File: src/rtl/vga_timing_gen.sv
// VGA raster timing generator: pixel/line counters, registered active-low syncs,
// display-enable, line/frame start strobes and a wrapping frame counter.
module vga_timing_gen #(
    parameter int unsigned H_VISIBLE = 640,
    parameter int unsigned H_FRONT   = 16,
    parameter int unsigned H_SYNC    = 96,
    parameter int unsigned H_BACK    = 48,
    parameter int unsigned V_VISIBLE = 480,
    parameter int unsigned V_FRONT   = 10,
    parameter int unsigned V_SYNC    = 2,
    parameter int unsigned V_BACK    = 33
) (
    input  logic       clk_i,
    input  logic       rst_ni,
    input  logic       ena_i,
    output logic [9:0] x_o,
    output logic [9:0] y_o,
    output logic       hsync_o,
    output logic       vsync_o,
    output logic       display_on_o,
    output logic       line_start_o,
    output logic       frame_start_o,
    output logic [7:0] frame_count_o
);

    localparam int unsigned H_TOTAL = H_VISIBLE + H_FRONT + H_SYNC + H_BACK;
    localparam int unsigned V_TOTAL = V_VISIBLE + V_FRONT + V_SYNC + V_BACK;

    // 11-bit constants so totals of exactly 1024 still compare correctly.
    localparam logic [10:0] HLast      = 11'(H_TOTAL - 1);
    localparam logic [10:0] VLast      = 11'(V_TOTAL - 1);
    localparam logic [10:0] HVis       = 11'(H_VISIBLE);
    localparam logic [10:0] VVis       = 11'(V_VISIBLE);
    localparam logic [10:0] HSyncStart = 11'(H_VISIBLE + H_FRONT);
    localparam logic [10:0] HSyncEnd   = 11'(H_VISIBLE + H_FRONT + H_SYNC);
    localparam logic [10:0] VSyncStart = 11'(V_VISIBLE + V_FRONT);
    localparam logic [10:0] VSyncEnd   = 11'(V_VISIBLE + V_FRONT + V_SYNC);

    logic [9:0] x_q, x_d;
    logic [9:0] y_q, y_d;
    logic       hsync_q, hsync_d;
    logic       vsync_q, vsync_d;
    logic [7:0] fc_q, fc_d;
    logic       x_wrap, y_wrap;

    always_comb begin
        x_wrap = ({1'b0, x_q} == HLast);
        y_wrap = ({1'b0, y_q} == VLast);
        x_d    = x_q;
        y_d    = y_q;
        fc_d   = fc_q;
        if (ena_i) begin
            if (x_wrap) begin
                x_d = '0;
                if (y_wrap) begin
                    y_d  = '0;
                    fc_d = fc_q + 8'd1;
                end else begin
                    y_d = y_q + 10'd1;
                end
            end else begin
                x_d = x_q + 10'd1;
            end
        end
        // Syncs decoded from the next position so the registers line up with x/y.
        hsync_d = !(({1'b0, x_d} >= HSyncStart) && ({1'b0, x_d} < HSyncEnd));
        vsync_d = !(({1'b0, y_d} >= VSyncStart) && ({1'b0, y_d} < VSyncEnd));
    end

    always_ff @(posedge clk_i or negedge rst_ni) begin
        if (!rst_ni) begin
            x_q     <= '0;
            y_q     <= '0;
            hsync_q <= 1'b1;
            vsync_q <= 1'b1;
            fc_q    <= '0;
        end else begin
            x_q     <= x_d;
            y_q     <= y_d;
            hsync_q <= hsync_d;
            vsync_q <= vsync_d;
            fc_q    <= fc_d;
        end
    end

    always_comb begin
        x_o           = x_q;
        y_o           = y_q;
        hsync_o       = hsync_q;
        vsync_o       = vsync_q;
        frame_count_o = fc_q;
        display_on_o  = ({1'b0, x_q} < HVis) && ({1'b0, y_q} < VVis);
        line_start_o  = (x_q == 10'd0);
        frame_start_o = (x_q == 10'd0) && (y_q == 10'd0);
    end

endmodule

File: config.mk
export PLATFORM = sky130hd
export DESIGN_NAME = vga_timing_gen
export DESIGN_NICKNAME = d
export VERILOG_FILES = /design/src/rtl/vga_timing_gen.sv
export SDC_FILE = /design/constraint.sdc
export NUM_CORES = 1
export LEC_CHECK = 0
export BUFFER_PORTS_ARGS = -buffer_cell sky130_fd_sc_hd__buf_2
export CAP_MARGIN = 0
export CORE_UTILIZATION = 54
export CTS_CLUSTER_SIZE = 40
export DETAILED_ROUTE_END_ITERATION = 8
export PLACE_DENSITY = 0.79
export RECOVER_POWER = 50
export SYNTH_ARGS = -nofsm -noshare
export SYNTH_HDL_FRONTEND = slang
export SYNTH_SLANG_ARGS = --single-unit
File: constraint.sdc
create_clock -name clk_i -period 2.3 [get_ports clk_i]
set_clock_uncertainty 0.15 [all_clocks]
set_input_delay 0.23 -clock clk_i [delete_from_list [all_inputs] [get_ports clk_i]]
set_output_delay 0.23 -clock clk_i [all_outputs]
set_load 0.05 [all_outputs]
==> impl_metrics.env, run 1 <==
export IMPL_status="complete, but fails checks"
export IMPL_violations="max-capacitance violations, max-slew violations"
export IMPL_rsz0062_at_grt="no"
export IMPL_min_to="x_o[1]$_DFF_PN0_"
export IMPL_placedCellCount=254
export IMPL_tns_ns=0
export IMPL_synth_most_common_cell="dfrtp_1"
export IMPL_synthArstFlopShare_pct=100
export IMPL_p_per_area_nw_per_um2=674
export IMPL_antenna_found_initial=0
export IMPL_drt_iter0_drc=65
export IMPL_synth_ff_type="dfrtp_1"
export IMPL_design_area_um2=1990
export IMPL_place_area_um2=1950
export IMPL_setup_violations=0
export IMPL_p_switching_mw=0.552
export IMPL_worstSetupPathType="reg -> out"
export IMPL_place_congestion=0.889
export IMPL_die_x_um=58.8
export IMPL_relSlewSlack_pct=-4.43
export IMPL_hold_path_depth=3
export IMPL_area_growth_pct=14.3
export IMPL_port_buffers=35
export IMPL_synth_seq_cells=30
export IMPL_fp_dieH_um=58.8
export IMPL_cts_made_buffers=5
export IMPL_worstPathRequired_ns=1.92
export IMPL_layout_drive_gt1_share_pct=22.9
export IMPL_cts_root_buf="clkbuf_4"
export IMPL_irDropWorstVdd_mv=0.717
export IMPL_rrSetupSlack_ns=0.21
export IMPL_multi_input_area_um2=918
export IMPL_synth_edff_count=0
export IMPL_crit_arrival_ns=1.81
export IMPL_r2r_start="x_o[0]$_DFF_PN0_"
export IMPL_pin_count=36
export IMPL_hold_slack_ns=0.123
export IMPL_rows=20
export IMPL_post_route_period_util_pct=95.3
export IMPL_min_from="ena_i"
export IMPL_hold_violations=0
export IMPL_grt_use_total_pct=24.1
export IMPL_period_needed_ns=2.19
export IMPL_syn_inst=180
export IMPL_via_per_inst=5.64
export IMPL_synth_area_top_cells="dfrtp_1 (40%), xnor2_1 (5.0%), nand2_1 (5.0%)"
export IMPL_clk_path_buf_depth=2
export IMPL_clkSinkCount=30
export IMPL_tightest_slew_ns=1.57
export IMPL_die_area_um2=3450
export IMPL_grt_max_degree=31
export IMPL_start_util_pct=57.0
export IMPL_synth_seq_area_share_pct=43.3
export IMPL_final_antenna_net_count=0
export IMPL_cts_clk_slew_worst_paths_ns=0.10
export IMPL_total_power_mw=1.34
export IMPL_synth_top_area_share_pct=40.3
export IMPL_fmax_ghz=0.456
export IMPL_clk_latency_ns=0.33
export IMPL_syn_area_um2=1740
export IMPL_synth_distinct_cells=48
export IMPL_slew_violations=31
export IMPL_cts_tree="done"
export IMPL_ff_latch_area_um2=753
export IMPL_yosys_top_cells_count="dfrtp_1 (28), nand2_1 (23), nor2_1 (15), inv_1 (10), xnor2_1 (10)"
export IMPL_swShare_pct=41.1
export IMPL_firstDrtPassIters=4
export IMPL_combPwrFrac_pct=30.1
export IMPL_cts_max_level=2
export IMPL_gr_total_overflow=0
export IMPL_synth_top_cell_by_area="dfrtp_1"
export IMPL_nets=226
export IMPL_core_area_um2=3050
export IMPL_syn_nets=188
export IMPL_routed_wl_mm=3.75
export IMPL_worst_setup_path_startpoint="x_o[5]$_DFF_PN0_"
export IMPL_filler_cell_count=285
export IMPL_hpwlAfterDp_mm=2.77
export IMPL_grt_pass1_wl_mm=6.14
export IMPL_stdcell_count=262
export IMPL_r2r_end="vsync_o$_DFF_PN1_"
export IMPL_worst_path_max_fanout=7
export IMPL_worstHoldPathType="in -> reg"
export IMPL_cp_end_kind="output pin"
export IMPL_p_int_mw=0.790
export IMPL_remaining_drc_errors=0
export IMPL_wl_per_cell_um=14.3
export IMPL_postSynthAreaPerCell_um2=9.67
export IMPL_maxCapViolations=1
export IMPL_power_frac_clock_pct=21.7
export IMPL_seq_power_share_pct=48.2
export IMPL_r2r_cells=6
export IMPL_power_static_leakage_nw=0.888
export IMPL_vias=1477
export IMPL_diodes=0
export IMPL_synth_yosys_warnings=0
export IMPL_worstSetupStartpointType="flop"
export IMPL_grt_pass1_vias=1338
==> worst max path at each step <==
stage / cells past startpoint / endpoint
2_1_floorplan: 3 / frame_start_o
3_3_place_gp: 6 / vsync_o$_DFF_PN1_
3_5_place_dp: 6 / hsync_o$_DFF_PN1_
4_1_cts: 4 / frame_start_o
5_1_grt: 4 / frame_start_o
6_report: 4 / frame_start_o
==> registers in the layout, indices dropped and copies added (netlist names) <==
signal and flops:
x_o 10, y_o 10, vsync_o 1, hsync_o 1, frame_count_o 8
==> power groups by stage <==
stage / sequential (mW) / clock [mW] / combinational (mW)
after global routing: 0.658 / 0.319 / 0.430
after detailed placement: 0.657 / 0 / 0.410
after global placement: 0.652 / 0 / 0.394
after CTS: 0.647 / 0.297 / 0.412
after floorplan: 0.797 / 0 / 0.158
final: 0.646 / 0.291 / 0.404
==> final cells by class <==
type / instances / share of cell area [%]
multi-input combinational: 134 / 46.2
sequential: 30 / 37.9
timing repair buffer: 37 / 8.93
tap: 44 / 2.77
clock buffer: 5 / 1.89
inverter: 10 / 1.89
clock inverter: 2 / 0.503
==> worst max-delay path, cell delays in order (launching register included) <==
cell and delay (ns):
dfrtp_1 0.49, nor3_4 0.30, and4_1 0.29, and3_2 0.19, clkbuf_4 0.22
==> per-layer routing <==
metal / GRT usage (%) / part of all wire (%) / routed length, µm / up-vias
met1: 31.7 / 44 / 1660 / 713
met4: 10.2 / 0.91 / 34 / 0
li1: - / - / - / 708
met2: 38.8 / 49 / 1850 / 50
met5: 0 / 0 / 0 / -
met3: 4.62 / 5.3 / 199 / 6
==> cells in the final DEF, fill, tap and decap left out, types with 2 or more instances in the layout <==
master     count
xnor2_1       10
nor3_1         7
ha_1           5
nand3_1        6
inv_1         10
nand4_1        7
clkinv_2       2
clkbuf_1      14
o21ai_0        7
nor2_1        15
clkbuf_4       6
and4_1         4
xor2_1         8
and3_2         3
and2_1         2
dfstp_2        2
and3_1         4
o21a_1         3
dfrtp_1       28
or2_2          2
a2bb2oi_1      2
buf_2         20
nand2_1       23
==> repair_timing <==
action,CTS,global route
endpoints found under the hold margin,28,0
setup buffers,0,0
resized for setup,0,1
hold buffers,1,0
setup endpoints to repair,0,1
==> metrics by stage <==
| stage | utilization, % | setup slack [ns] |
|---|---|---|
| 4_1_cts | 65.7 | 0.0589 |
| 2_1_floorplan | - | 0.000821 |
| 6_report | 65.2 | 0.108 |
| 3_5_place_dp | 63.9 | 0.280 |
| 3_3_place_gp | 63.9 | 0.367 |
| 5_1_grt | 65.2 | 0.0326 |
==> kinds of logic after synthesis <==
logic type,after synthesis,share of synthesized area [%]
multiplexers,1,0.575
AO/OA/AOI/OAI,23,10.7
flip-flops,30,43.3
buffers and inverters,16,4.17
adder cells (fa/ha/maj),5,3.59
XOR/XNOR,18,9.06
AND/OR/NAND/NOR,87,28.6
No activity file was read; power rests on OpenSTA's default activity.
==> run 2: changes to the inputs <==
CORE_ASPECT_RATIO = 0.6   (was default)
==> impl_metrics.env, run 2 (synthesized netlist as in run 1, its figures left out) <==
export IMPL_remaining_drc_errors=0
export IMPL_relSlewSlack_pct=55.8
export IMPL_diodes=0
export IMPL_hpwlAfterDp_mm=2.90
export IMPL_crit_arrival_ns=1.75
export IMPL_maxCapViolations=0
export IMPL_post_cts_buffers=0
export IMPL_cts_root_buf="clkbuf_8"
export IMPL_via_per_inst=5.64
export IMPL_min_from="ena_i"
export IMPL_fp_dieH_um=46.0
export IMPL_cts_clk_slew_worst_paths_ns=0.06
export IMPL_die_area_um2=3460
export IMPL_cts_max_level=2
export IMPL_clk_path_buf_depth=2
export IMPL_hold_violations=0
export IMPL_worst_path_max_fanout=7
export IMPL_wl_met3_um=302
export IMPL_nets=226
export IMPL_total_power_mw=1.49
export IMPL_top_layer="met4"
export IMPL_min_to="x_o[1]$_DFF_PN0_"
export IMPL_r2r_start="x_o[0]$_DFF_PN0_"
export IMPL_setup_slack_ns=0.167
export IMPL_wl_met1_mm=2.00
export IMPL_grt_pass1_vias=1304
export IMPL_place_congestion=0.914
export IMPL_die_x_um=75.3
export IMPL_post_route_period_util_pct=92.8
export IMPL_cp_cell_sequence="nor3_4, and4_1, and3_2, buf_2"
export IMPL_status="complete, no violations"
export IMPL_final_util_pct=68.5
export IMPL_worstSetupPathType="reg -> out"
export IMPL_filler_cell_count=261
export IMPL_firstDrtPassIters=4
export IMPL_tns_ns=0
export IMPL_drt_iter0_drc=90
export IMPL_setup_violations=0
export IMPL_slew_violations=0
export IMPL_core_area_um2=2970
export IMPL_gr_total_overflow=0
export IMPL_clkSinkCount=30
export IMPL_grt_max_degree=31
export IMPL_rsz0062_at_grt="no"
export IMPL_wl_met2_mm=1.74
export IMPL_hold_path_depth=3
export IMPL_power_static_leakage_nw=0.905
export IMPL_worstPathRequired_ns=1.92
export IMPL_tightest_slew_ns=0.663
export IMPL_stdcell_count=261
export IMPL_p_per_area_nw_per_um2=734
export IMPL_pin_count=36
export IMPL_area_growth_pct=16.7
export IMPL_worstSetupStartpointType="flop"
export IMPL_start_util_pct=58.7
export IMPL_antenna_found_initial=0
export IMPL_placedCellCount=252
export IMPL_r2r_end="vsync_o$_DFF_PN1_"
export IMPL_clk_latency_ns=0.28
export IMPL_r2r_cells=6
export IMPL_period_needed_ns=2.13
export IMPL_rrSetupSlack_ns=0.23
export IMPL_crit_slowest_cell="dfrtp_1"
export IMPL_final_antenna_net_count=0
export IMPL_routed_wl_mm=4.08
export IMPL_layout_drive_gt1_share_pct=23.3
export IMPL_cts_made_buffers=5
export IMPL_layout_common_cells="dfrtp_1 (28), nand2_1 (23), buf_2 (21)"
export IMPL_dp_slack_ns=0.274
export IMPL_fmax_ghz=0.469
export IMPL_design_area_um2=2030
export IMPL_grt_pass1_wl_mm=6.29
export IMPL_cp_end_kind="output pin"
export IMPL_rows=15
export IMPL_max_stage_delay_ns=0.49
export IMPL_worstHoldPathType="in -> reg"
export IMPL_cts_tree="done"
export IMPL_place_area_um2=1950
export IMPL_wl_per_cell_um=15.6
export IMPL_irDropWorstVdd_mv=0.385
export IMPL_port_buffers=35
export IMPL_grt_use_total_pct=25.4
export IMPL_vias=1471
export IMPL_final_common_cell="dfrtp_1"
export IMPL_hold_slack_ns=0.143
[run 2: changes by cell type in the layout (fill, tap and decap cells not counted), sizes merged]
cell    change
clkinv      -1
buf         +1
clkbuf      +1
[run 2: layout make-up]
class | count | area [µm²] | area share (%)
Clock inverter | 1 | 5.00 | 0.246
Sequential cell | 30 | 753 | 37.1
Multi-Input combinational cell | 134 | 921 | 45.3
Clock buffer | 7 | 86.3 | 4.25
Tap cell | 42 | 52.6 | 2.59
Inverter | 10 | 37.5 | 1.85
Timing Repair Buffer | 37 | 175 | 8.63
[run 2: timing repair]
item                       in CTS  in global routing
hold endpoints to repair       28                  0
setup endpoints to repair       0                  0
hold buffers                    1                  0
gates resized for setup         0                  0
[run 2: power breakdown]
group / switching, mW / internal [mW] / total [mW]
sequential: 0.0800 / 0.571 / 0.651
combinational: 0.295 / 0.109 / 0.404
clock: 0.194 / 0.241 / 0.436
[run 2: routing by layer]
metal / vias to the layer above / track usage (%)
li1: 704 / -
met1: 701 / 36.2
met2: 60 / 37.5
met3: 6 / 8.19
met4: 0 / 5.93
met5: - / 0
[run 2: worst max-delay path by stage]
stage	startpoint	endpoint	slack (ns)	cells past startpoint
6_report	x_o[6]$_DFF_PN0_	frame_start_o	0.17	4
5_1_grt	x_o[5]$_DFF_PN0_	frame_start_o	0.10	4
4_1_cts	x_o[6]$_DFF_PN0_	frame_start_o	0.17	4
3_5_place_dp	x_o[0]$_DFF_PN0_	vsync_o$_DFF_PN1_	0.27	6
3_3_place_gp	x_o[0]$_DFF_PN0_	vsync_o$_DFF_PN1_	0.34	6
2_1_floorplan	x_o[5]$_DFF_PN0_	frame_start_o	0.0008	3
[run 2: critical path, delay by kind of cell, from the launching register on]
| kind | cells | cell delay (ns) |
|---|---|---|
| buffers and inverters | 1 | 0.25 |
| flip-flops | 1 | 0.49 |
| AND/OR/NAND/NOR | 3 | 0.74 |
==> run 3: changes to the inputs <==
REMOVE_ABC_BUFFERS = 1   (was default)
==> impl_metrics.env, run 3 (synthesized netlist as in run 1, its figures left out) <==
export IMPL_status="complete, no violations"
export IMPL_cp_cell_sequence="nor3_4, and4_1, and3_1, buf_2"
export IMPL_dp_slack_ns=0.306
export IMPL_post_cts_buffers=0
export IMPL_worstSetupStartpointType="flop"
export IMPL_irDropWorstVdd_mv=0.403
export IMPL_p_int_mw=1.04
export IMPL_cts_made_buffers=5
export IMPL_rsz0062_at_grt="no"
export IMPL_cts_tree="done"
export IMPL_cts_repair_resized=0
export IMPL_fp_dieH_um=46.0
export IMPL_post_route_period_util_pct=91.5
export IMPL_min_to="x_o[1]$_DFF_PN0_"
export IMPL_power_frac_clock_pct=33.8
export IMPL_stdcell_count=261
export IMPL_grt_pass1_vias=1382
export IMPL_r2r_start="y_o[0]$_DFF_PN0_"
export IMPL_placedCellCount=252
export IMPL_firstDrtPassIters=5
export IMPL_clkSinkCount=30
export IMPL_crit_slowest_cell="dfrtp_1"
export IMPL_rrSetupSlack_ns=0.28
export IMPL_grt_max_degree=31
export IMPL_die_area_um2=3460
export IMPL_hold_violations=0
export IMPL_setup_violations=0
export IMPL_drt_iter0_drc=120
export IMPL_place_congestion=0.920
export IMPL_final_antenna_net_count=0
export IMPL_cts_clk_slew_worst_paths_ns=0.07
export IMPL_clk_path_buf_depth=2
export IMPL_worstSetupPathType="reg -> out"
export IMPL_setup_slack_ns=0.195
export IMPL_worstHoldPathType="in -> reg"
export IMPL_final_common_cell="dfrtp_1"
export IMPL_diodes=0
export IMPL_max_stage_delay_ns=0.47
export IMPL_area_growth_pct=17.7
export IMPL_cp_end_kind="output pin"
export IMPL_via_per_inst=5.75
export IMPL_cts_max_level=2
export IMPL_design_area_um2=2050
export IMPL_swShare_pct=35.3
export IMPL_r2r_cells=7
export IMPL_top_layer="met4"
export IMPL_clk_latency_ns=0.28
export IMPL_antenna_found_initial=0
export IMPL_relSlewSlack_pct=55.2
export IMPL_layout_common_cells="dfrtp_1 (28), nand2_1 (23), buf_2 (20)"
export IMPL_wl_met3_um=377
export IMPL_wl_met1_mm=1.87
export IMPL_remaining_drc_errors=0
export IMPL_seq_power_share_pct=40.7
export IMPL_slew_violations=0
export IMPL_crit_arrival_ns=1.72
export IMPL_fmax_ghz=0.475
export IMPL_rows=15
export IMPL_tightest_slew_ns=0.672
export IMPL_routed_wl_mm=4.02
export IMPL_layout_drive_gt1_share_pct=21.9
export IMPL_grt_pass1_wl_mm=6.35
export IMPL_hpwlAfterDp_mm=2.89
export IMPL_power_static_leakage_nw=0.912
export IMPL_min_from="ena_i"
export IMPL_vias=1501
export IMPL_place_area_um2=1940
export IMPL_period_needed_ns=2.10
export IMPL_port_buffers=35
export IMPL_nets=226
export IMPL_die_x_um=75.3
export IMPL_wl_met2_mm=1.72
export IMPL_cts_root_buf="clkbuf_8"
export IMPL_maxCapViolations=0
export IMPL_filler_cell_count=244
export IMPL_start_util_pct=58.7
export IMPL_hold_path_depth=3
export IMPL_p_per_area_nw_per_um2=782
export IMPL_p_switching_mw=0.566
export IMPL_gr_total_overflow=0
export IMPL_core_area_um2=2970
export IMPL_combPwrFrac_pct=25.5
export IMPL_wl_per_cell_um=15.4
export IMPL_r2r_end="vsync_o$_DFF_PN1_"
export IMPL_worstPathRequired_ns=1.92
export IMPL_grt_use_total_pct=26.0
export IMPL_worst_path_max_fanout=7
export IMPL_pin_count=36
[run 3: changes by cell type in the layout (fill, tap and decap cells not counted), sizes merged]
| cell | delta |
|---|---|
| clkinv | -1 |
| buf | -1 |
| clkbuf | +1 |
| bufinv | +1 |
[run 3: worst max-delay path, delay by kind of cell (launching register included)]
kind / cells / cell delay, ns
buffers and inverters: 1 / 0.26
AND/OR/NAND/NOR: 3 / 0.72
flip-flops: 1 / 0.47
[run 3: final cells by class]
type / count / area [µm²] / share of cell area, %
well taps: 42 / 52.6 / 2.57
clock buffers: 7 / 86.3 / 4.22
clock inverters: 1 / 30.0 / 1.47
inverters: 10 / 37.5 / 1.83
repair buffers: 37 / 174 / 8.49
multi-input cells: 134 / 915 / 44.7
flip-flops and latches: 30 / 753 / 36.8
[run 3: stage by stage]
step	utilization [%]	setup TNS, ns	power [mW]	hold slack [ns]
2_1_floorplan	-	-0.112	0.953	-0.216
3_3_place_gp	65.4	0	1.05	0.133
3_5_place_dp	65.4	0	1.07	0.149
4_1_cts	69.7	0	1.61	0.143
5_1_grt	69.1	0	1.67	0.184
6_report	69.1	0	1.60	0.145
[run 3: repair_timing]
item / in CTS / in global routing
hold buffers: 1 / 0
hold endpoints to repair: 28 / 0
setup endpoints to repair: 0 / 0
[run 3: how the worst max path moves through the flow]
stage / cells past startpoint / slack [ns] / start / end
global route: 7 / 0.1 / y_o[1]$_DFF_PN0_ / frame_count_o[7]$_DFFE_PN0P_
global placement: 6 / 0.35 / x_o[0]$_DFF_PN0_ / vsync_o$_DFF_PN1_
detailed placement: 6 / 0.31 / x_o[0]$_DFF_PN0_ / vsync_o$_DFF_PN1_
CTS: 4 / 0.20 / x_o[5]$_DFF_PN0_ / frame_start_o
floorplan: 3 / -0.11 / x_o[5]$_DFF_PN0_ / frame_start_o
finish: 4 / 0.20 / x_o[5]$_DFF_PN0_ / frame_start_o
[run 3: layer usage]
metal  GRT usage [%]  vias to the layer above
li1                -                      710
met1            36.5                      718
met2            37.5                       66
met3            7.96                        7
met4            10.4                        0
met5               0                        -
[run 3: power groups by stage]
stage | sequential [mW] | clock, mW | combinational (mW)
2_1_floorplan | 0.797 | 0 | 0.155
3_3_place_gp | 0.653 | 0 | 0.400
3_5_place_dp | 0.659 | 0 | 0.410
4_1_cts | 0.649 | 0.553 | 0.412
5_1_grt | 0.660 | 0.571 | 0.439
6_report | 0.652 | 0.542 | 0.408
